## src/rtl/mem_lsu.sv

```systemverilog
// rtl/mem_lsu.sv - RV64 memory-stage load/store unit with a single outstanding data-memory request
module mem_lsu (
    input  logic        clk,
    input  logic        rst_n,
    input  logic        in_valid,
    output logic        in_ready,
    input  logic        in_rd,
    input  logic        in_wr,
    input  logic [1:0]  in_size,
    input  logic        in_unsigned,
    input  logic [63:0] in_addr,
    input  logic [63:0] in_wdata,
    input  logic [4:0]  in_rd_idx,
    output logic        dmem_req_valid,
    input  logic        dmem_req_ready,
    output logic        dmem_req_we,
    output logic [63:0] dmem_req_addr,
    output logic [63:0] dmem_req_wdata,
    output logic [7:0]  dmem_req_be,
    input  logic        dmem_rsp_valid,
    input  logic [63:0] dmem_rsp_rdata,
    output logic        out_valid,
    output logic        out_wen,
    output logic [4:0]  out_rd_idx,
    output logic [63:0] out_data,
    output logic        out_err
);
    typedef enum logic [1:0] {IDLE, REQ, WAIT} state_t;

    state_t      state;
    logic [1:0]  size_q;
    logic        uns_q;
    logic [2:0]  off_q;
    logic        load_q;
    logic [4:0]  idx_q;

    logic        misaligned;
    logic        illegal;
    logic [7:0]  be_c;
    logic [63:0] shifted;
    logic [63:0] load_c;

    assign in_ready = (state == IDLE);

    always_comb begin
        misaligned = 1'b0;
        be_c       = 8'hFF;
        case (in_size)
            2'd0: be_c = 8'h01 << in_addr[2:0];
            2'd1: begin
                misaligned = in_addr[0];
                be_c       = 8'h03 << in_addr[2:0];
            end
            2'd2: begin
                misaligned = |in_addr[1:0];
                be_c       = 8'h0F << in_addr[2:0];
            end
            default: begin
                misaligned = |in_addr[2:0];
                be_c       = 8'hFF;
            end
        endcase
        // Loads always fetch the whole doubleword; lane selection happens on return.
        if (!in_wr) be_c = 8'hFF;
        illegal = (in_rd == in_wr) || misaligned;
    end

    always_comb begin
        shifted = dmem_rsp_rdata >> {off_q, 3'b000};
        case (size_q)
            2'd0:    load_c = {{56{~uns_q & shifted[7]}},  shifted[7:0]};
            2'd1:    load_c = {{48{~uns_q & shifted[15]}}, shifted[15:0]};
            2'd2:    load_c = {{32{~uns_q & shifted[31]}}, shifted[31:0]};
            default: load_c = shifted;
        endcase
    end

    always_ff @(posedge clk or negedge rst_n) begin
        if (!rst_n) begin
            state          <= IDLE;
            size_q         <= 2'd0;
            uns_q          <= 1'b0;
            off_q          <= 3'd0;
            load_q         <= 1'b0;
            idx_q          <= 5'd0;
            dmem_req_valid <= 1'b0;
            dmem_req_we    <= 1'b0;
            dmem_req_addr  <= 64'd0;
            dmem_req_wdata <= 64'd0;
            dmem_req_be    <= 8'd0;
            out_valid      <= 1'b0;
            out_wen        <= 1'b0;
            out_err        <= 1'b0;
            out_rd_idx     <= 5'd0;
            out_data       <= 64'd0;
        end else begin
            out_valid <= 1'b0;
            out_wen   <= 1'b0;
            out_err   <= 1'b0;
            out_data  <= 64'd0;
            case (state)
                IDLE: begin
                    if (in_valid) begin
                        if (illegal) begin
                            out_valid  <= 1'b1;
                            out_err    <= 1'b1;
                            out_rd_idx <= in_rd_idx;
                        end else begin
                            state          <= REQ;
                            size_q         <= in_size;
                            uns_q          <= in_unsigned;
                            off_q          <= in_addr[2:0];
                            load_q         <= in_rd;
                            idx_q          <= in_rd_idx;
                            dmem_req_valid <= 1'b1;
                            dmem_req_we    <= in_wr;
                            dmem_req_addr  <= {in_addr[63:3], 3'b000};
                            dmem_req_wdata <= in_wdata << {in_addr[2:0], 3'b000};
                            dmem_req_be    <= be_c;
                        end
                    end
                end
                REQ: begin
                    if (dmem_req_ready) begin
                        dmem_req_valid <= 1'b0;
                        state          <= WAIT;
                    end
                end
                WAIT: begin
                    if (dmem_rsp_valid) begin
                        state      <= IDLE;
                        out_valid  <= 1'b1;
                        out_wen    <= load_q;
                        out_rd_idx <= idx_q;
                        out_data   <= load_q ? load_c : 64'd0;
                    end
                end
                default: state <= IDLE;
            endcase
        end
    end
endmodule

```

## config.mk

```make
export PLATFORM = sky130hd
export DESIGN_NAME = mem_lsu
export DESIGN_NICKNAME = d
export VERILOG_FILES = /design/src/rtl/mem_lsu.sv
export SDC_FILE = /design/constraint.sdc
export NUM_CORES = 1
export LEC_CHECK = 0
export ABC_AREA = 0
export BUFFER_PORTS_ARGS = -buffer_cell sky130_fd_sc_hd__buf_2
export CORE_AREA = 2 2 161 163
export CTS_BUF_LIST = sky130_fd_sc_hd__clkbuf_2
export DETAILED_ROUTE_END_ITERATION = 8
export DIE_AREA = 0 0 163 165
export HOLD_SLACK_MARGIN = 0.12
export PLACE_DENSITY = 0.84
export SLEW_MARGIN = 20
export SYNTH_ARGS = -nofsm -noshare
export SYNTH_HDL_FRONTEND = slang
export SYNTH_SLANG_ARGS = --single-unit
```

## constraint.sdc

```tcl
create_clock -name clk -period 2.85 [get_ports clk]
set_input_delay 0.4275 -clock clk [delete_from_list [all_inputs] [get_ports clk]]
set_output_delay 0.4275 -clock clk [all_outputs]
set_load 0.02 [all_outputs]
```

Word-level counts from Yosys, hierarchy flattened

Index checks and enable logic that the tools add are counted.

Equal/unequal tests: 12
Reductions and logical operators: 12
Mux-type cells: 27
Bitwise operators: 5
Magnitude comparators: 0
Add/subtract/negate cells: 0
Divide/modulo/power cells: 0
Shifts and indexed selects: 5
Multipliers: 0

Operator list:

| kind                                             | count |
|---|---|
| 2-to-1 mux 64 bit                                | 3 |
| case mux 64 bit (3 select lines)                 | 1 |
| left shift 64 x 6 -> 64 bit                      | 1 |
| >> shifter 64 x 6 -> 64 bit                      | 1 |
| case mux 8 bit (3 select lines)                  | 1 |
| 2-to-1 mux 5 bit                                 | 3 |
| AND reduction 4 bit                              | 3 |
| case mux 5 bit (2 select lines)                  | 1 |
| 2-to-1 mux 1 bit                                 | 9 |
| 2-to-1 mux 2 bit                                 | 4 |
| 2-to-1 mux 8 bit                                 | 1 |
| != test 2 bit (second input constant)            | 4 |
| left shift 1 x 3 -> 8 bit (first input constant) | 1 |
| left shift 2 x 3 -> 8 bit (first input constant) | 1 |
| left shift 4 x 3 -> 8 bit (first input constant) | 1 |
| == test 2 x 1 -> 1 bit (second input constant)   | 3 |
| == test 2 bit (second input constant)            | 3 |
| logical NOT 2 bit                                | 3 |
| case mux 2 bit (3 select lines)                  | 1 |
| case mux 1 bit (2 select lines)                  | 2 |
| nonzero test 2 bit                               | 2 |
| AND 1 bit                                        | 3 |
| case mux 1 bit (3 select lines)                  | 1 |
| AND reduction 3 bit                              | 1 |
| 6 further kinds                                  | 7 |

Logic and storage cells: 77
Bits in latches: 0
Memories kept: 0
Bits in registers: 221
Input port bits: 207
Memory bits (read-only): 0
Bits in writable memories: 0

Depth between registers and ports, before layout

Gate-level depths: netlist of the first run.

Word-level depth: 6
Mapped depth: 10
Gate-level depth less buffers: 7

Worst setup path after synthesis of the first run

Ideal clock, no wire load.

Kind: input to register
Start point: in in_addr[0]
End point: reg dmem_req_wdata[28]
Library setup time: 0.142 ns
Data required time: 2.708 ns
Data arrival time: 2.033 ns
Buffers on the path: 4
Path slack: 0.675 ns
Cell stages on the path: 9
Path through: buf_6 > or3_1 > a21o_1 > or3_1 > buf_2 > buf_6 > buf_6 > nand2_1 > o31ai_2

Longest elaborated chain between the ends: 5
Elaborated cells between the ends (all ways): 7
Classes of those cells: shift: 1; mux: 1; bitwise: 1; reduce/logical: 4

RTL lines:

| what                                                                | RTL line | RTL |
|---|---|---|
| from (decl)                                                         | 11       | `input logic [63:0] in_addr,` |
| branches (longest 5 deep; another with left shift 64 x 6 -> 64 bit) | --       |  |
| to (signal assigned)                                                | 118      | `dmem_req_wdata <= in_wdata << {in_addr[2:0], 3'b000};` |
| to (decl)                                                           | 18       | `output logic [63:0] dmem_req_wdata,` |

Parallel ways; which one is timed is not known.
A chain may end at the register's enable or synchronous reset.

Final worst setup path of the first run

Start point: in in_addr[1]
End point: reg dmem_req_wdata[55]

The elaborated chain is that of the path after synthesis.

==> results of run 1 <==
metal layers:
layer | GRT usage (%) | wire [um]
met5 | 0 | 13
met4 | 25.6 | 3680
met3 | 9.74 | 5080
met2 | 54.6 | 22100
met1 | 36.5 | 15800
synth_stat cells (3+ instances only):
cell type and n:
a21oi_1 91, mux4_2 29, mux2_2 37, clkbuf_1 44, a2bb2oi_1 9, nand2b_1 25
a211oi_1 18, dfrtp_1 221, ha_1 3, and2_1 3, o31ai_2 16, a211o_1 7
a21o_1 14, nand2_1 326, nand3_1 11, a31oi_1 6, o211ai_1 3, and3_1 11
buf_4 4, o2bb2ai_1 7, nor2_1 51, buf_6 12, o221ai_1 7, mux2i_1 73
buf_2 34, o21a_1 11, o32ai_1 4, buf_1 9, nor2b_1 29, o22ai_1 6
a211oi_2 6, inv_1 7, o21ai_0 45
cell families (layout without fill, tap and decap cells):
kind of cell    after synthesis  count (layout)  share of synthesized area (%)
fa+ha+maj                     3               3                          0.321
simple gates                467             467                           16.9
xor+xnor                      1               1                         0.0750
compound gates              260             260                           15.1
other cells                   1               9                         0.0321
buf+inv                     112             748                           4.86
flops                       221             221                           47.3
mux                         139             139                           15.4
worst max-delay path: cells and delay by family:
family / cells / cell delay, ns
AOI/OAI and AO/OA: 2 / 0.31
buffers and inverters: 5 / 2.24
muxes: 2 / 0.65
repair_timing:
| item | CTS | global route |
|---|---|---|
| endpoints found under the hold margin | 400 | 0 |
| gates resized for setup | 0 | 5 |
| setup buffers | 0 | 0 |
| hold buffers | 185 | 0 |
| endpoints found under the setup margin | 0 | 3 |
worst paths after layout:
| kind | from | to | cells past startpoint |
|---|---|---|---|
| max | in_addr[1] | dmem_req_wdata[55] | 9 |
| min | dmem_rsp_rdata[40] | out_data[0] | 5 |
| max reg2reg | off_q[0] | out_data[3] | 6 |
| min reg2reg | dmem_req_addr[51] | dmem_req_addr[51] | 2 |
| max in group asynchronous | rst_n | dmem_req_wdata[3] | 4 |
| min in group asynchronous | rst_n | out_data[4] | 3 |
report_power, final:
group | internal, mW | leakage (nW) | switching (mW)
sequential | 3.98 | 2.86 | 0.619
combinational | 2.38 | 5.38 | 3.67
clock | 0.730 | 0.355 | 1.40
total | 7.09 | 8.59 | 5.69
flip-flops by register name, indices dropped and copies added, names as in the netlist:
signal / count
out_wen: 1
dmem_req_wdata: 64
out_rd_idx: 5
load_q: 1
off_q: 3
uns_q: 1
idx_q: 5
size_q: 2
dmem_req_we: 1
out_valid: 1
out_err: 1
dmem_req_addr: 61
dmem_req_valid: 1
dmem_req_be: 8
state: 2
out_data: 64
final cells by class:
type                       instances  area, sq um
antenna                            6         15.0
clock buffer                      75          375
clock inverter                    26          113
fill                            1780         8550
inverter                           9         33.8
multi-input combinational        873         5600
sequential                       221         5540
tap                              330          413
timing repair buffer             638         4400
cell usage in the layout (no fill, tap or decap), types with 7 or more instances in the layout:
cell type      instances
nand2_1              326
a21o_1                14
nand3_1               11
a211o_1                7
nor2_1                51
and3_1                11
a21oi_1               91
dfrtp_1              218
buf_12                10
dlygate4sd3_1        185
clkbuf_2              75
mux2_2                37
mux4_2                29
o2bb2ai_1              7
o21a_1                11
nand2b_1              25
o221ai_1               7
o31ai_2               16
buf_2                411
clkinv_1              21
a2bb2oi_1              9
nor2b_1               29
o21ai_0               45
a211oi_1              18
mux2i_1               73
buf_4                 27
inv_1                  7
==> reports/results.txt, run 1 <==
outcome = complete, but fails checks
failing checks = negative setup slack
Synth cell types = 53
dominant synthesized flop cell = dfrtp_1
final-report hold violation count = 0
CP max FO = 35
routed len/inst = 21.4 um
actual slew at the worst max-slew pin = 0.849 ns
Seq/Total Area, Yosys = 47.3%
Area Overhead vs Synth = 41.2%
WHS = 0.200 ns
antenna violations before repair = 6
Total GRT Usage = 33.3%
GR Overflow Total = 0
Syn Area/Cell = 9.70 sq um
relative slew slack = 43.2%
CP startpoint kind = primary input
placed cells = 1885
max-slew violation count = 0
Synth Cell Area = 0.0117 sq mm
critical path required time = 3.61 ns
routability congestion estimate = 0.961
Power Total = 12.8 mW
CTS tree = done
FMAX = 346 MHz
via count = 12604
Post-DP Area = 0.0141 sq mm
Synth area leader = dfrtp_1
Peak VDD IR = 0.000646 V
hold crit path type = in2reg
flop and latch count out of synthesis = 221
fin worst setup slack = -0.0386 ns
Tcrit/Tclk final = 101%
worst-path cell chain = dlygate4sd3_1, clkbuf_4, buf_16, mux2_2, dlygate4sd3_1, o211ai_1, dlygate4sd3_1, o21ai_0, mux2_2
CP max stage cell = dlygate4sd3_1
PD cells = 775 mW/mm^2
Mapped Cells = 1204
cts bufs inserted = 57
Final min period = 2.89 ns
crit-path most repeated cell = dlygate4sd3_1
largest net degree at the start of global routing = 99
Initial DRT Pass Iterations = 6
Async SR Flop Fraction = 100%
layout cells sized above 1 = 34.4%
Fin Setup TNS = -0.0386 ns
total wire length = 46600 um
first-pass GRT wire length = 68600 um
crit path capture type = register
fin cells = 2178
vias per cell = 5.79
Clk Latency, worst-skew pair = 0.85 ns
MaxCap Viol Count = 0
row count = 58
R2R setup slack = 0.11 ns
Nets = 2010
Initial DRC Count = 1663
Setup Skew = 0.0351 ns
Initial Utilization = 46.7%
CTS Root Cell = clkbuf_2
Ports = 418
Clock Pin Slew Worst Setup and Hold Paths = 0.11 ns
top cells by area, synth = dfrtp_1, nand2_1, mux2i_1
Yosys Warn Count = 0
CP arrival = 3.65 ns
# DRC = 0
Finished Cell Area = 0.0165 sq mm
slowest stage delay, CP = 0.58 ns
crit path kind = in2reg
Pleak = 8.59 nW
Util after Layout = 65.9%
EDFF count, synth = 0
CTS Buffer Depth = 3
ANT nets after route = 0
Die Width = 163 um
Die H = 165 um
Setup WS pre-CTS = 0.163 ns
# setup viols final = 1
Final HPWL DP = 29100 um
IO buf count = 414
clk sinks = 221
top cell type's share of synthesized area = 47.3%
vias in the first global route = 12694
H-tree depth = 2
core box area = 0.0250 sq mm
die area = 0.0269 sq mm
No activity file was read; power rests on OpenSTA's default activity.
==> inputs of run 2 (changes only) <==
--- a/config.mk
+++ b/config.mk
@@ -12,7 +12,7 @@
 export DETAILED_ROUTE_END_ITERATION = 8
 export DIE_AREA = 0 0 163 165
 export HOLD_SLACK_MARGIN = 0.12
-export PLACE_DENSITY = 0.84
+export PLACE_DENSITY = 0.75
 export SLEW_MARGIN = 20
 export SYNTH_ARGS = -nofsm -noshare
 export SYNTH_HDL_FRONTEND = slang
==> constraint.sdc (replaced) <==
create_clock -name clk -period 3.1 [get_ports clk]
set_input_delay 0.465 -clock clk [delete_from_list [all_inputs] [get_ports clk]]
set_output_delay 0.465 -clock clk [all_outputs]
set_load 0.02 [all_outputs]
==> run 2 against run 1 <==
The run now ends clean. Count of clock-buffer cells in the layout up 5. Sequential power down 8.5%. Via count down 6.2%. Clock skew up 0.037 ns. Hold slack worse by 0.017 ns. Wire length down 8.0%. Sequential share of layout area up 1.0 points. Non-clock buffer count down 42. Design area down 3.0%. Largest power group unchanged.
==> reports/results.txt, run 2 (same netlist as run 1, synthesis figures left out) <==
outcome = finished, final reports clean (was complete, but fails checks)
row count = 58 (unchanged)
vias in the first global route = 11969 (was 12694)
reg2reg end = out_data[0] (was out_data[3])
H-tree depth = 2 (unchanged)
slowest stage delay, CP = 0.62 ns (was 0.58 ns)
total wire length = 42900 um (was 46600 um)
Setup Skew = 0.0725 ns (was 0.0351 ns)
RSZ-0062 raised after global routing = no
crit path kind = reg2reg (was in2reg)
IO buf count = 414 (unchanged)
Worst R2R Start = off_q[0] (unchanged)
CTS Buffer Depth = 3 (unchanged)
CP max FO = 22 (was 35)
# setup viols final = 0 (was 1)
Die H = 165 um (unchanged)
vias per cell = 5.55 (was 5.79)
CTS tree = done (unchanged)
max-slew violation count = 0 (unchanged)
WHS = 0.183 ns (was 0.200 ns)
PD cells = 726 mW/mm^2 (was 775 mW/mm^2)
most frequent cells in the layout = buf_2, nand2_1, dfrtp_1, dlygate4sd3_1, a21oi_1 (unchanged)
routed len/inst = 20.1 um (was 21.4 um)
MaxCap Viol Count = 0 (unchanged)
FF-to-FF path depth = 6 (unchanged)
routability congestion estimate = 0.950 (was 0.961)
Initial Utilization = 46.7% (unchanged)
Peak VDD IR = 0.000497 V (was 0.000646 V)
Fin Setup TNS = 0 ns (was -0.0386 ns)
largest registers in the final layout = dmem_req_wdata (64), out_data (64), dmem_req_addr (61) (unchanged)
final-report hold violation count = 0 (unchanged)
R2R setup slack = 0.18 ns (was 0.11 ns)
Nets = 1969 (was 2010)
Initial DRC Count = 1130 (was 1663)
hold crit path type = in2reg (unchanged)
Initial DRT Pass Iterations = 7 (was 6)
worst-path cell chain = buf_4, mux4_2, dlygate4sd3_1, mux2i_1, dlygate4sd3_1, nor2_1 (was dlygate4sd3_1, clkbuf_4, buf_16, mux2_2, dlygate4sd3_1, o211ai_1, dlygate4sd3_1, o21ai_0, mux2_2)
HP Start = in_wdata[38] (was dmem_rsp_rdata[40])
critical path required time = 3.80 ns (was 3.61 ns)
fin cells = 2130 (was 2178)
CP arrival = 3.62 ns (was 3.65 ns)
actual slew at the worst max-slew pin = 0.755 ns (was 0.849 ns)
Clock Pin Slew Worst Setup and Hold Paths = 0.11 ns (about the same)
antenna violations before repair = 3 (was 6)
GR Overflow Total = 0 (unchanged)
cts bufs inserted = 58 (was 57)
die area = 0.0269 sq mm (unchanged)
core box area = 0.0250 sq mm (unchanged)
crit path from = off_q[0] (was in_addr[1])
hold endpoint = dmem_req_wdata[62] (was out_data[0])
Tcrit/Tclk final = 94.2%
Clk Latency, worst-skew pair = 0.88 ns (was 0.85 ns)
Area Overhead vs Synth = 36.9% (was 41.2%)
CTS Root Cell = clkbuf_2 (unchanged)
first-pass GRT wire length = 64900 um (was 68600 um)
ANT nets after route = 0 (unchanged)
relative slew slack = 49.5% (was 43.2%)
crit path capture type = register (unchanged)
layout cells sized above 1 = 35.0% (was 34.4%)
# DRC = 0 (unchanged)
Die Width = 163 um (unchanged)
Util after Layout = 63.9% (was 65.9%)
CP max stage cell = dfrtp_4 (was dlygate4sd3_1)
Total GRT Usage = 31.4% (was 33.3%)
hold depth = 4 (was 5)
Pleak = 8.41 nW (was 8.59 nW)
Final HPWL DP = 28800 um (was 29100 um)
placed cells = 1876 (was 1885)
Final min period = 2.92 ns
FMAX = 342 MHz
Ports = 418 (unchanged)
CP startpoint kind = register (was primary input)
largest net degree at the start of global routing = 98 (was 99)
clk sinks = 221 (unchanged)
crit-path most repeated cell = dlygate4sd3_1 (unchanged)
commonest non-fill, non-tap cell in the layout = buf_2 (unchanged)
via count = 11827 (was 12604)
## run 2: timing repair
item,CTS,global route
endpoints found under the setup margin,0,3
endpoints found under the hold margin,379,1
setup buffers,0,0
hold buffers,152,1
resized for setup,0,1
## run 2: per-stage QoR
stage / area [sq um] / setup slack [ns] / total power, mW
after global placement: 13900 / 0.429 / 9.14
final: 16000 / 0.180 / 11.6
after detailed placement: 13900 / 0.378 / 9.23
after CTS: 16000 / 0.0805 / 11.5
after global routing: 16000 / 0.0391 / 12.3
after floorplan: 11700 / 0.888 / 7.46
## run 2: area by class of cell
class / instances / area (sq um)
flip-flops and latches: 221 / 5540
multi-input cells: 873 / 5600
repair buffers: 596 / 3900
clock buffers: 80 / 400
clock inverters: 19 / 104
fillers: 2050 / 9050
well taps: 330 / 413
diodes: 2 / 5.00
inverters: 9 / 33.8
## run 2: critical path: cells and delay by family, from the launching register on
| family | cells | cell delay [ns] |
|---|---|---|
| mux | 2 | 0.65 |
| flops | 1 | 0.62 |
| buf+inv | 3 | 1.48 |
| simple gates | 1 | 0.04 |
## run 2: worst max-delay path by stage
stage                         endpoint  slack [ns]  depth (start not counted)
global placement    dmem_req_wdata[53]        0.43                          9
CTS                       out_data[62]        0.08                          7
finish                     out_data[0]        0.18                          6
floorplan           dmem_req_wdata[28]        0.89                          9
global route               out_data[0]        0.04                          6
detailed placement  dmem_req_wdata[54]        0.38                          9
## run 2: power breakdown
part | internal, mW | leakage, nW | switching, mW | total (mW)
Combinational | 2.08 | 5.16 | 3.26 | 5.35
Sequential | 3.66 | 2.86 | 0.551 | 4.21
Clock | 0.782 | 0.392 | 1.26 | 2.05
Total | 6.53 | 8.41 | 5.08 | 11.6
## run 2: per-layer routing
layer	up-vias	part of all wire (%)	GRT usage, %
met5	-	0.030	0
met4	2	5.9	18.5
met3	165	9.8	9.07
met2	728	48	52.5
met1	5641	36	35.9
li1	5291	-	-
==> inputs of run 3 (changes only) <==
--- a/config.mk
+++ b/config.mk
@@ -6,7 +6,7 @@
 export NUM_CORES = 1
 export LEC_CHECK = 0
 export ABC_AREA = 0
-export BUFFER_PORTS_ARGS = -buffer_cell sky130_fd_sc_hd__buf_2
+export BUFFER_PORTS_ARGS = -buffer_cell sky130_fd_sc_hd__clkbuf_2
 export CORE_AREA = 2 2 161 163
 export CTS_BUF_LIST = sky130_fd_sc_hd__clkbuf_2
 export DETAILED_ROUTE_END_ITERATION = 8
==> run 3 against run 2 <==
Clock power increased by 4%. First-iteration DRC count increased by 20%. Combinational power about the same. Flip-flop and latch count unchanged. Via count increased by 1.1%. Sequential power about the same. Fmax increased by 0.66%. Wire length decreased by 1.1%. Die area unchanged. Count of clock-buffer cells in the layout increased by 3. Non-clock buffer count increased by 12. Design area increased by 1.3%. Critical endpoint is now out_data[5].
==> reports/results.txt, run 3 (same netlist as run 1, synthesis figures left out) <==
max-slew violation count = 0 (unchanged)
RSZ-0062 raised after global routing = no (unchanged)
cts bufs inserted = 61 (was 58)
row count = 58 (unchanged)
crit path capture type = register (unchanged)
sw frac = 43.8% (about the same)
most frequent cells in the layout = clkbuf_2, nand2_1, dfrtp_1, dlygate4sd3_1, a21oi_1 (was buf_2, nand2_1, dfrtp_1, dlygate4sd3_1, a21oi_1)
Tcrit/Tclk final = 93.6% (was 94.2%)
die area = 0.0269 sq mm (unchanged)
routed len/inst = 19.7 um (was 20.1 um)
CP startpoint kind = register (unchanged)
relative slew slack = 54.0% (was 49.5%)
crit path kind = reg2reg (unchanged)
final-report hold violation count = 0 (unchanged)
total wire length = 42400 um (was 42900 um)
largest registers in the final layout = dmem_req_wdata (64), out_data (64), dmem_req_addr (61) (unchanged)
H-tree depth = 2 (unchanged)
Die H = 165 um (unchanged)
Initial Utilization = 46.7% (unchanged)
fin worst setup slack = 0.199 ns (was 0.180 ns)
hold crit path type = in2async (was in2reg)
commonest non-fill, non-tap cell in the layout = clkbuf_2 (was buf_2)
largest net degree at the start of global routing = 143 (was 98)
Seq pwr share = 36.1% (was 36.3%)
# Post-CTS Setup Buffers = 0 (unchanged)
vias in the first global route = 12173 (was 11969)
antenna violations before repair = 4 (was 3)
share of power burned in the clock network = 18.3% (was 17.6%)
routability congestion estimate = 0.937 (was 0.950)
R2R setup slack = 0.20 ns (was 0.18 ns)
Power Total = 11.7 mW (was 11.6 mW)
Initial DRC Count = 1355 (was 1130)
FF-to-FF path depth = 6 (unchanged)
clk sinks = 221 (unchanged)
CP arrival = 3.62 ns (about the same)
Initial DRT Pass Iterations = 6 (was 7)
ANT nets after route = 0 (unchanged)
FMAX = 345 MHz (was 342 MHz)
Setup WS pre-CTS = 0.401 ns (was 0.378 ns)
GR Overflow Total = 0 (unchanged)
MaxCap Viol Count = 0 (unchanged)
PD cells = 723 mW/mm^2 (was 726 mW/mm^2)
CTS Root Cell = clkbuf_2 (unchanged)
core box area = 0.0250 sq mm (unchanged)
outcome = finished, final reports clean (unchanged)
# DRC = 0 (unchanged)
fill cell count = 1962 (was 2050)
Clk Latency, worst-skew pair = 0.89 ns (was 0.88 ns)
Area Overhead vs Synth = 38.6% (was 36.9%)
Setup Skew = 0.0809 ns (was 0.0725 ns)
first-pass GRT wire length = 64200 um (was 64900 um)
Final HPWL DP = 28200 um (was 28800 um)
Die Width = 163 um (unchanged)
Worst R2R Start = off_q[0] (unchanged)
footprint of the multi-input gates = 0.00560 sq mm (about the same)
vias per cell = 5.55 (about the same)
Nets = 1984 (was 1969)
critical path required time = 3.82 ns (was 3.80 ns)
actual slew at the worst max-slew pin = 0.687 ns (was 0.755 ns)
Fin Setup TNS = 0 ns (unchanged)
CTS Buffer Depth = 3 (unchanged)
Peak VDD IR = 0.000480 V (was 0.000497 V)
IO buf count = 414 (unchanged)
Pleak = 8.43 nW (was 8.41 nW)
via count = 11959 (was 11827)
P_sw = 5.13 mW (was 5.08 mW)
Total GRT Usage = 30.8% (was 31.4%)
layout cells sized above 1 = 34.7% (was 35.0%)
# setup viols final = 0 (unchanged)
Ports = 418 (unchanged)
CP max FO = 36 (was 22)
Final min period = 2.90 ns (was 2.92 ns)
reg2reg end = out_data[5] (was out_data[0])
Cell Int Power = 6.58 mW (was 6.53 mW)
register area = 0.00554 sq mm (unchanged)
combinational cell fraction of total power = 45.6% (was 46.1%)
Clock Pin Slew Worst Setup and Hold Paths = 0.11 ns (about the same)
CTS tree = done (unchanged)
[run 3: timing repair]
action,CTS,global route
endpoints found under the setup margin,0,1
gates resized for setup,0,1
hold buffers,167,0
hold endpoints to repair,391,0
[run 3: how the worst max path moves through the flow]
stage	endpoint	cells after the start	start
after floorplan	dmem_req_wdata[28]	9	in_addr[0]
after CTS	out_data[5]	6	off_q[0]
after global placement	dmem_req_wdata[49]	9	in_size[0]
final	out_data[5]	6	off_q[0]
after global routing	out_data[5]	6	off_q[0]
after detailed placement	dmem_req_wdata[35]	8	in_size[0]
[run 3: power groups by stage]
stage	clock (mW)	combinational (mW)	sequential (mW)
after floorplan	0	2.46	5.00
after global placement	0	4.89	4.23
after detailed placement	0	4.98	4.24
after CTS	2.19	5.25	4.20
after global routing	2.35	5.74	4.31
final	2.14	5.34	4.23
[run 3: per-stage QoR]
stage,instances,utilization [%],hold WS (ns),instance area [sq um]
after detailed placement,1874,55.7,0.459,13900
after CTS,2151,64.6,0.121,16200
after global placement,1874,55.7,0.452,13900
after global routing,2155,64.7,0.155,16200
after floorplan,1206,-,0.169,11700
final,2155,64.7,0.166,16200
[run 3: final cells by class]
class,count,share of cell area (%)
sequential,221,34.2
clock inverter,27,0.889
clock buffer,83,2.57
tap,330,2.55
antenna,4,0.0618
inverter,9,0.209
timing repair buffer,608,24.9
multi-input combinational,873,34.6
[run 3: critical path, cell delays in order, from the launching register on]
cell and delay [ns]:
dfrtp_4 0.56, buf_6 0.36, mux4_2 0.54, dlygate4sd3_1 0.59, mux2i_1 0.12, dlygate4sd3_1 0.55
nor2_1 0.04
[run 3: per-layer routing]
layer  wire, um  vias up  share of wire (%)  track usage, %
li1           -     5334                  -               -
met1      15100     5702                 36            35.3
met2      21000      772                 50            52.7
met3       4170      151                9.8            7.96
met4       2140        0                5.0            17.2
met5          0        -                  0               0
